**config.mk**
```make
export PLATFORM = sky130hd
export DESIGN_NAME = imem_loader
export DESIGN_NICKNAME = d
export VERILOG_FILES = /design/src/rtl/imem_pkg.sv /design/src/rtl/byte_packer.sv /design/src/rtl/imem_loader.sv
export SDC_FILE = /design/constraint.sdc
export NUM_CORES = 1
export LEC_CHECK = 0
export ABC_AREA = 1
export BUFFER_PORTS_ARGS = -buffer_cell sky130_fd_sc_hd__buf_4
export CAP_MARGIN = 5
export CORE_MARGIN = 2
export CORE_UTILIZATION = 54
export CTS_CLUSTER_DIAMETER = 60
export DETAILED_ROUTE_END_ITERATION = 10
export GPL_TIMING_DRIVEN = 0
export PLACE_DENSITY = 0.79
export SLEW_MARGIN = 10
export SYNTH_ARGS = -nofsm -noshare
export SYNTH_HDL_FRONTEND = slang
export SYNTH_HIERARCHICAL = 1
export SYNTH_SLANG_ARGS = --single-unit
export TNS_END_PERCENT = 100
```
**constraint.sdc**
```tcl
create_clock -name clk -period 2.9 [get_ports clk]
set_clock_uncertainty 0.05 [all_clocks]
set_input_delay 0.29 -clock clk [delete_from_list [all_inputs] [get_ports clk]]
set_output_delay 0.29 -clock clk [all_outputs]
set_load 0.005 [all_outputs]
```
**src/rtl/imem_pkg.sv**
```systemverilog
// Shared constants and loader state encoding for the instruction store and its loader.
package imem_pkg;

    localparam int IMEM_DEPTH = 256;
    localparam int INSTR_W    = 32;

    localparam logic [INSTR_W-1:0] NOP = 32'h0000_0013;

    typedef enum logic [2:0] {
        IDLE   = 3'd0,
        LEN_LO = 3'd1,
        LEN_HI = 3'd2,
        DATA   = 3'd3,
        CSUM   = 3'd4,
        DONE   = 3'd5,
        ERR    = 3'd6
    } loader_state_t;

endpackage

```
**src/rtl/byte_packer.sv**
```systemverilog
// Little-endian byte-to-word assembler; word_valid_o marks the byte that completes a word.
module byte_packer
    import imem_pkg::*;
(
    input  logic               clk_i,
    input  logic               rst_i,
    input  logic               clear_i,
    input  logic               byte_valid_i,
    input  logic [7:0]         byte_i,
    output logic [INSTR_W-1:0] word_o,
    output logic               word_valid_o
);

    logic [1:0]  cnt_q;
    logic [23:0] sh_q;

    always_ff @(posedge clk_i or posedge rst_i) begin
        if (rst_i) begin
            cnt_q <= 2'd0;
            sh_q  <= 24'd0;
        end else if (clear_i) begin
            cnt_q <= 2'd0;
        end else if (byte_valid_i) begin
            cnt_q <= cnt_q + 2'd1;
            // newest byte enters at the top, so the first byte ends up in [7:0]
            sh_q  <= {byte_i, sh_q[23:8]};
        end
    end

    assign word_o       = {byte_i, sh_q};
    assign word_valid_o = byte_valid_i && (cnt_q == 2'd3);

endmodule

```
**src/rtl/imem_loader.sv**
```systemverilog
// Byte-stream program loader for the instruction store; holds the core in reset while loading.
// Define IMEM_LOADER_CHECKSUM_EN to require a trailing 8-bit sum byte after the data.
//
// state  | meaning
// IDLE   | waiting for start
// LEN_LO | take word count bits [7:0]
// LEN_HI | take word count bits [15:8], range-check it
// DATA   | pack bytes into words, write each completed word
// CSUM   | compare trailing byte with running sum (checksum build only)
// DONE   | load succeeded, core released
// ERR    | load failed, core released
module imem_loader
    import imem_pkg::*;
#(
    parameter int DEPTH  = IMEM_DEPTH,
    parameter int ADDR_W = 64
) (
    input  logic               clk,
    input  logic               reset,
    input  logic               start,
    input  logic [7:0]         in_data,
    input  logic               in_valid,
    output logic               in_ready,
    output logic               wr_en,
    output logic [ADDR_W-1:0]  wr_addr,
    output logic [INSTR_W-1:0] wr_data,
    output logic               cpu_hold,
    output logic               done,
    output logic               error
);

    loader_state_t      state_q, state_d;
    logic [7:0]         len_lo_q, len_lo_d;
    logic [7:0]         last_q, last_d;
    logic [7:0]         word_idx_q, word_idx_d;
    logic               wr_en_q, wr_en_d;
    logic [ADDR_W-1:0]  wr_addr_q, wr_addr_d;
    logic [INSTR_W-1:0] wr_data_q, wr_data_d;
    logic               hold_q, hold_d;
    logic               done_q, done_d;
    logic               error_q, error_d;
`ifdef IMEM_LOADER_CHECKSUM_EN
    logic [7:0]         csum_q, csum_d;
`endif

    logic               accept;
    logic               pack_clear;
    logic               pack_valid;
    logic               word_valid;
    logic [INSTR_W-1:0] word;
    logic [15:0]        n_full;

    assign in_ready   = (state_q == LEN_LO) || (state_q == LEN_HI) ||
                        (state_q == DATA)   || (state_q == CSUM);
    assign accept     = in_valid && in_ready;
    assign pack_valid = accept && (state_q == DATA);
    assign n_full     = {in_data, len_lo_q};

    byte_packer u_packer (
        .clk_i        (clk),
        .rst_i        (reset),
        .clear_i      (pack_clear),
        .byte_valid_i (pack_valid),
        .byte_i       (in_data),
        .word_o       (word),
        .word_valid_o (word_valid)
    );

    always_comb begin
        state_d    = state_q;
        len_lo_d   = len_lo_q;
        last_d     = last_q;
        word_idx_d = word_idx_q;
        wr_en_d    = 1'b0;
        wr_addr_d  = wr_addr_q;
        wr_data_d  = wr_data_q;
        hold_d     = hold_q;
        done_d     = done_q;
        error_d    = error_q;
        pack_clear = 1'b0;
`ifdef IMEM_LOADER_CHECKSUM_EN
        csum_d     = csum_q;
`endif

        case (state_q)
            IDLE, DONE, ERR: begin
                if (start) begin
                    state_d    = LEN_LO;
                    done_d     = 1'b0;
                    error_d    = 1'b0;
                    word_idx_d = 8'd0;
                    hold_d     = 1'b1;
                    pack_clear = 1'b1;
`ifdef IMEM_LOADER_CHECKSUM_EN
                    csum_d     = 8'd0;
`endif
                end else if (state_q == DONE) begin
                    done_d = 1'b1;
                    hold_d = 1'b0;
                end else if (state_q == ERR) begin
                    error_d = 1'b1;
                    hold_d  = 1'b0;
                end
            end
            LEN_LO: begin
                if (accept) begin
                    len_lo_d = in_data;
                    state_d  = LEN_HI;
                end
            end
            LEN_HI: begin
                if (accept) begin
                    if ((n_full == 16'd0) || (n_full > 16'(DEPTH))) begin
                        state_d = ERR;
                    end else begin
                        // N is 1..DEPTH, so N-1 fits the 8-bit word index
                        last_d  = n_full[7:0] - 8'd1;
                        state_d = DATA;
                    end
                end
            end
            DATA: begin
`ifdef IMEM_LOADER_CHECKSUM_EN
                if (accept) begin
                    csum_d = csum_q + in_data;
                end
`endif
                if (word_valid) begin
                    wr_en_d    = 1'b1;
                    wr_data_d  = word;
                    wr_addr_d  = ADDR_W'({word_idx_q, 2'b00});
                    word_idx_d = word_idx_q + 8'd1;
                    if (word_idx_q == last_q) begin
`ifdef IMEM_LOADER_CHECKSUM_EN
                        state_d = CSUM;
`else
                        state_d = DONE;
`endif
                    end
                end
            end
`ifdef IMEM_LOADER_CHECKSUM_EN
            CSUM: begin
                if (accept) begin
                    state_d = (in_data == csum_q) ? DONE : ERR;
                end
            end
`endif
            default: state_d = IDLE;
        endcase
    end

    always_ff @(posedge clk or posedge reset) begin
        if (reset) begin
            state_q    <= IDLE;
            len_lo_q   <= 8'd0;
            last_q     <= 8'd0;
            word_idx_q <= 8'd0;
            wr_en_q    <= 1'b0;
            wr_addr_q  <= '0;
            wr_data_q  <= '0;
            hold_q     <= 1'b0;
            done_q     <= 1'b0;
            error_q    <= 1'b0;
`ifdef IMEM_LOADER_CHECKSUM_EN
            csum_q     <= 8'd0;
`endif
        end else begin
            state_q    <= state_d;
            len_lo_q   <= len_lo_d;
            last_q     <= last_d;
            word_idx_q <= word_idx_d;
            wr_en_q    <= wr_en_d;
            wr_addr_q  <= wr_addr_d;
            wr_data_q  <= wr_data_d;
            hold_q     <= hold_d;
            done_q     <= done_d;
            error_q    <= error_d;
`ifdef IMEM_LOADER_CHECKSUM_EN
            csum_q     <= csum_d;
`endif
        end
    end

    assign wr_en    = wr_en_q;
    assign wr_addr  = wr_addr_q;
    assign wr_data  = wr_data_q;
    assign cpu_hold = hold_q;
    assign done     = done_q;
    assign error    = error_q;

endmodule
```
==> results.yml <==
outcome:
  outcome: "complete, no violations"
cells_and_area:
  layout.nets: 745
  postLayoutCellArea_um2: 5920
  nFillCells: 761
  multi_input_area_um2: 1920
  synthToLayoutAreaGrowth_pct: 20.8
  fin_cells: 843
  layout-drive-gt1-share_pct: 24.2
  register_area_um2: 2430
  n_antenna_cell: 0
  fin_util_pct: 67.6
grt:
  grt_usage_pct: 21.7
  grt_pass1_wl_um: 17300
  grt_max_degree: 40
  grt_pass1_vias: 3664
  gr-total-overflow: 0
  antenna_found_initial: 0
logic_synthesis:
  syn_area_um2: 4900
  avgSynthCellArea_um2: 8.13
  synth_top_area_cell: "dfrtp_1"
  synth_area_leaders: "dfrtp_1 50%, nand2_1 18%, buf_4 10%"
  synth-simple-area-share_pct: 28.4
  syn_inst: 603
  yosysUniqueCellTypes: 30
  synthAdderAreaFrac_pct: 0.766
  synthMuxAreaShare_pct: 0.230
  synth-seq-cells: 97
  yosysTopAreaCellShare_pct: 49.5
  synthTopCellsByCount: "236 x nand2_1, 97 x dfrtp_1, 68 x buf_4, 53 x nand3_1, 40 x inv_1"
  synthFlopType: "dfrtp_1"
  synth-xor-area-share_pct: 2.14
  yosysMostFrequentCell: "nand2_1"
  ys_warn_count: 6
  synth_edf_count: 0
  ys_seq_area_share_pct: 49.5
  synth_compound_area_share_pct: 3.29
  synth_top_family_by_area: "simple AND/OR/NAND/NOR gates"
  async_flop_share_pct: 100
die:
  die_w_um: 99.3
  die_area_um2: 9860
  fp-row-count: 34
  die_height_um: 99.3
  ios: 113
  initial_utilization_pct: 56.0
  core_area_um2: 8760
sta:
  setup_viol: 0
  holdWs_ns: 0.112
  setup_tns_ns: 0
  fin_ws_ns: 0.335
  drv_slew: 0
  fmax_mhz: 390
  tightest_slew_ns: 0.950
  rsz0062_at_grt: "no"
  min_period_over_period_pct: 88.4
  finalHoldViolations: 0
  min_period_ns: 2.57
  maxSlewHeadroom_pct: 36.6
clocking:
  ctsRootBufferMaster: "clkbuf_8"
  numCtsBuffers: 9
  insertion_delay_ns: 0.37
  cts_tree: "yes"
  clk_pin_slew_worst_paths_ns: 0.09
  cts_max_level: 3
  clockBufferDepth: 2
  cts.sinks: 97
critical_path:
  worstSetupStartpointType: "register"
  worst_ep_required_time_ns: 3.15
  rrSetupSlack_ns: 0.33
  arrival_ns: 2.82
  crit_fanout: 10
  end_kind: "register"
  timing.rr.start: "state_q[2]"
  worstSetupPathType: "register to register"
  r2r-end: "state_q[2]"
  reg2reg_depth: 17
placed_design:
  pre_cts_slack_ns: 0.172
  dp.final_hpwl_um: 7800
  place.gp.congestion: 0.865
  placedCellCount: 823
  io_buffers: 56
  postPlaceCellArea_um2: 5690
route:
  dr.pass1.iters: 5
  drc: 0
  via_per_inst: 4.84
  wl_per_cell_um: 12.3
  vias: 4083
  final_antenna_net_count: 0
  wirelength_um: 10400
  drtIter0Drc: 270
pwr:
  seqPwrFrac_pct: 47.6
  p_per_area_nw_per_um2: 631
  swShare_pct: 37.1
  total_power_mw: 3.74
  p_int_mw: 2.35
  pwr-share-comb_pct: 29.4
  max-vdd-ir-drop_mv: 0.418
  leakagePower_nw: 3.41
  pwr-share-clk_pct: 23.0
  p_sw_mw: 1.39
hold_path:
  min_to: "cpu_hold"
  hold_depth: 3
  hold_path.class: "input port to register"
  hp-start: "start"
run:
  max-cap-violations: 0
[state kept, by name, summed over array words and instances (netlist names)]
signal / cells
wr_data: 32
u_packer/sh_q: 24
last_q: 8
len_lo_q: 8
word_idx_q: 8
wr_addr: 8
state_q: 3
u_packer/cnt_q: 2
cpu_hold: 1
done: 1
error: 1
wr_en: 1
[power by group through the flow]
| stage | Combinational, mW | Sequential, mW | Clock, mW |
|---|---|---|---|
| after floorplan | 0.827 | 1.74 | 0 |
| after global placement | 1.02 | 1.79 | 0 |
| after detailed placement | 1.07 | 1.80 | 0 |
| after CTS | 1.07 | 1.77 | 0.874 |
| after global routing | 1.23 | 1.81 | 0.925 |
| final | 1.10 | 1.78 | 0.859 |
[area by class of cell]
| class | instances | area share [%] |
|---|---|---|
| sequential | 97 | 41.0 |
| multi-input combinational | 434 | 32.4 |
| buffer | 80 | 9.80 |
| timing repair buffer | 61 | 7.99 |
| inverter | 47 | 3.21 |
| clock buffer | 10 | 2.32 |
| tap | 108 | 2.28 |
| clock inverter | 6 | 0.972 |
[layout by cell type, fill, tap and decap left out]
cell,instances
nand2_1,236
buf_4,127
dfrtp_1,97
conb_1,56
nand3_1,53
inv_1,38
nor2_1,25
o21ai_0,18
clkbuf_8,10
buf_2,8
xor2_1,7
a21oi_1,6
inv_2,5
nand2_2,5
xnor2_1,5
o21ai_1,5
nand4_1,3
clkinvlp_4,3
ha_1,3
inv_8,3
nor2_2,2
nand2_4,2
inv_4,2
clkbuf_1,2
nor3_1,2
inv_6,2
buf_6,2
nor2_8,1
nand3_4,1
o21ai_4,1
or2_2,1
nor2_4,1
mux2_2,1
dlygate4sd3_1,1
buf_12,1
[metal layers]
metal  track usage (%)  up-vias  wire length (µm)
li1                  -     2007                 -
met1              30.9     1903              4760
met2              34.1      152              4700
met3              3.51       21               715
met4              7.38        0               206
met5                 0        -                 0
[what timing repair did]
item	CTS	global route
resized for setup	0	2
endpoints found under the setup margin	0	3
buffers inserted	0	3
hold endpoints to repair	32	0
hold buffers	1	0
[critical path: stages (launching register included)]
cell and delay [ns]:
dfrtp_1 0.44, inv_2 0.13, nand2_4 0.09, nor2_8 0.14, clkinvlp_4 0.11, nor2_2 0.15
buf_4 0.21, buf_6 0.16, nand2_1 0.09, inv_1 0.12, inv_1 0.05, a21oi_1 0.12
nand3_1 0.10, nor2_1 0.11, nand2_1 0.09, a21oi_1 0.18, nand2_1 0.08, nand2_1 0.07
[worst max path at each step]
stage                          start         end  depth (start not counted)
after CTS                 state_q[2]  state_q[2]                         17
after global placement         reset  state_q[1]                          2
after detailed placement  state_q[2]  state_q[2]                         17
after global routing      state_q[2]  state_q[2]                         17
final                     state_q[2]  state_q[2]                         17
after floorplan           state_q[2]  state_q[0]                         18
[kinds of logic after synthesis]
group	Yosys count
AO/OA/AOI/OAI	30
other	1
flip-flops	97
AND/OR/NAND/NOR	332
adder cells (fa/ha/maj)	3
XOR/XNOR	12
multiplexers	1
buffers and inverters	127
Note: power is estimated with default switching activity, not from simulation.
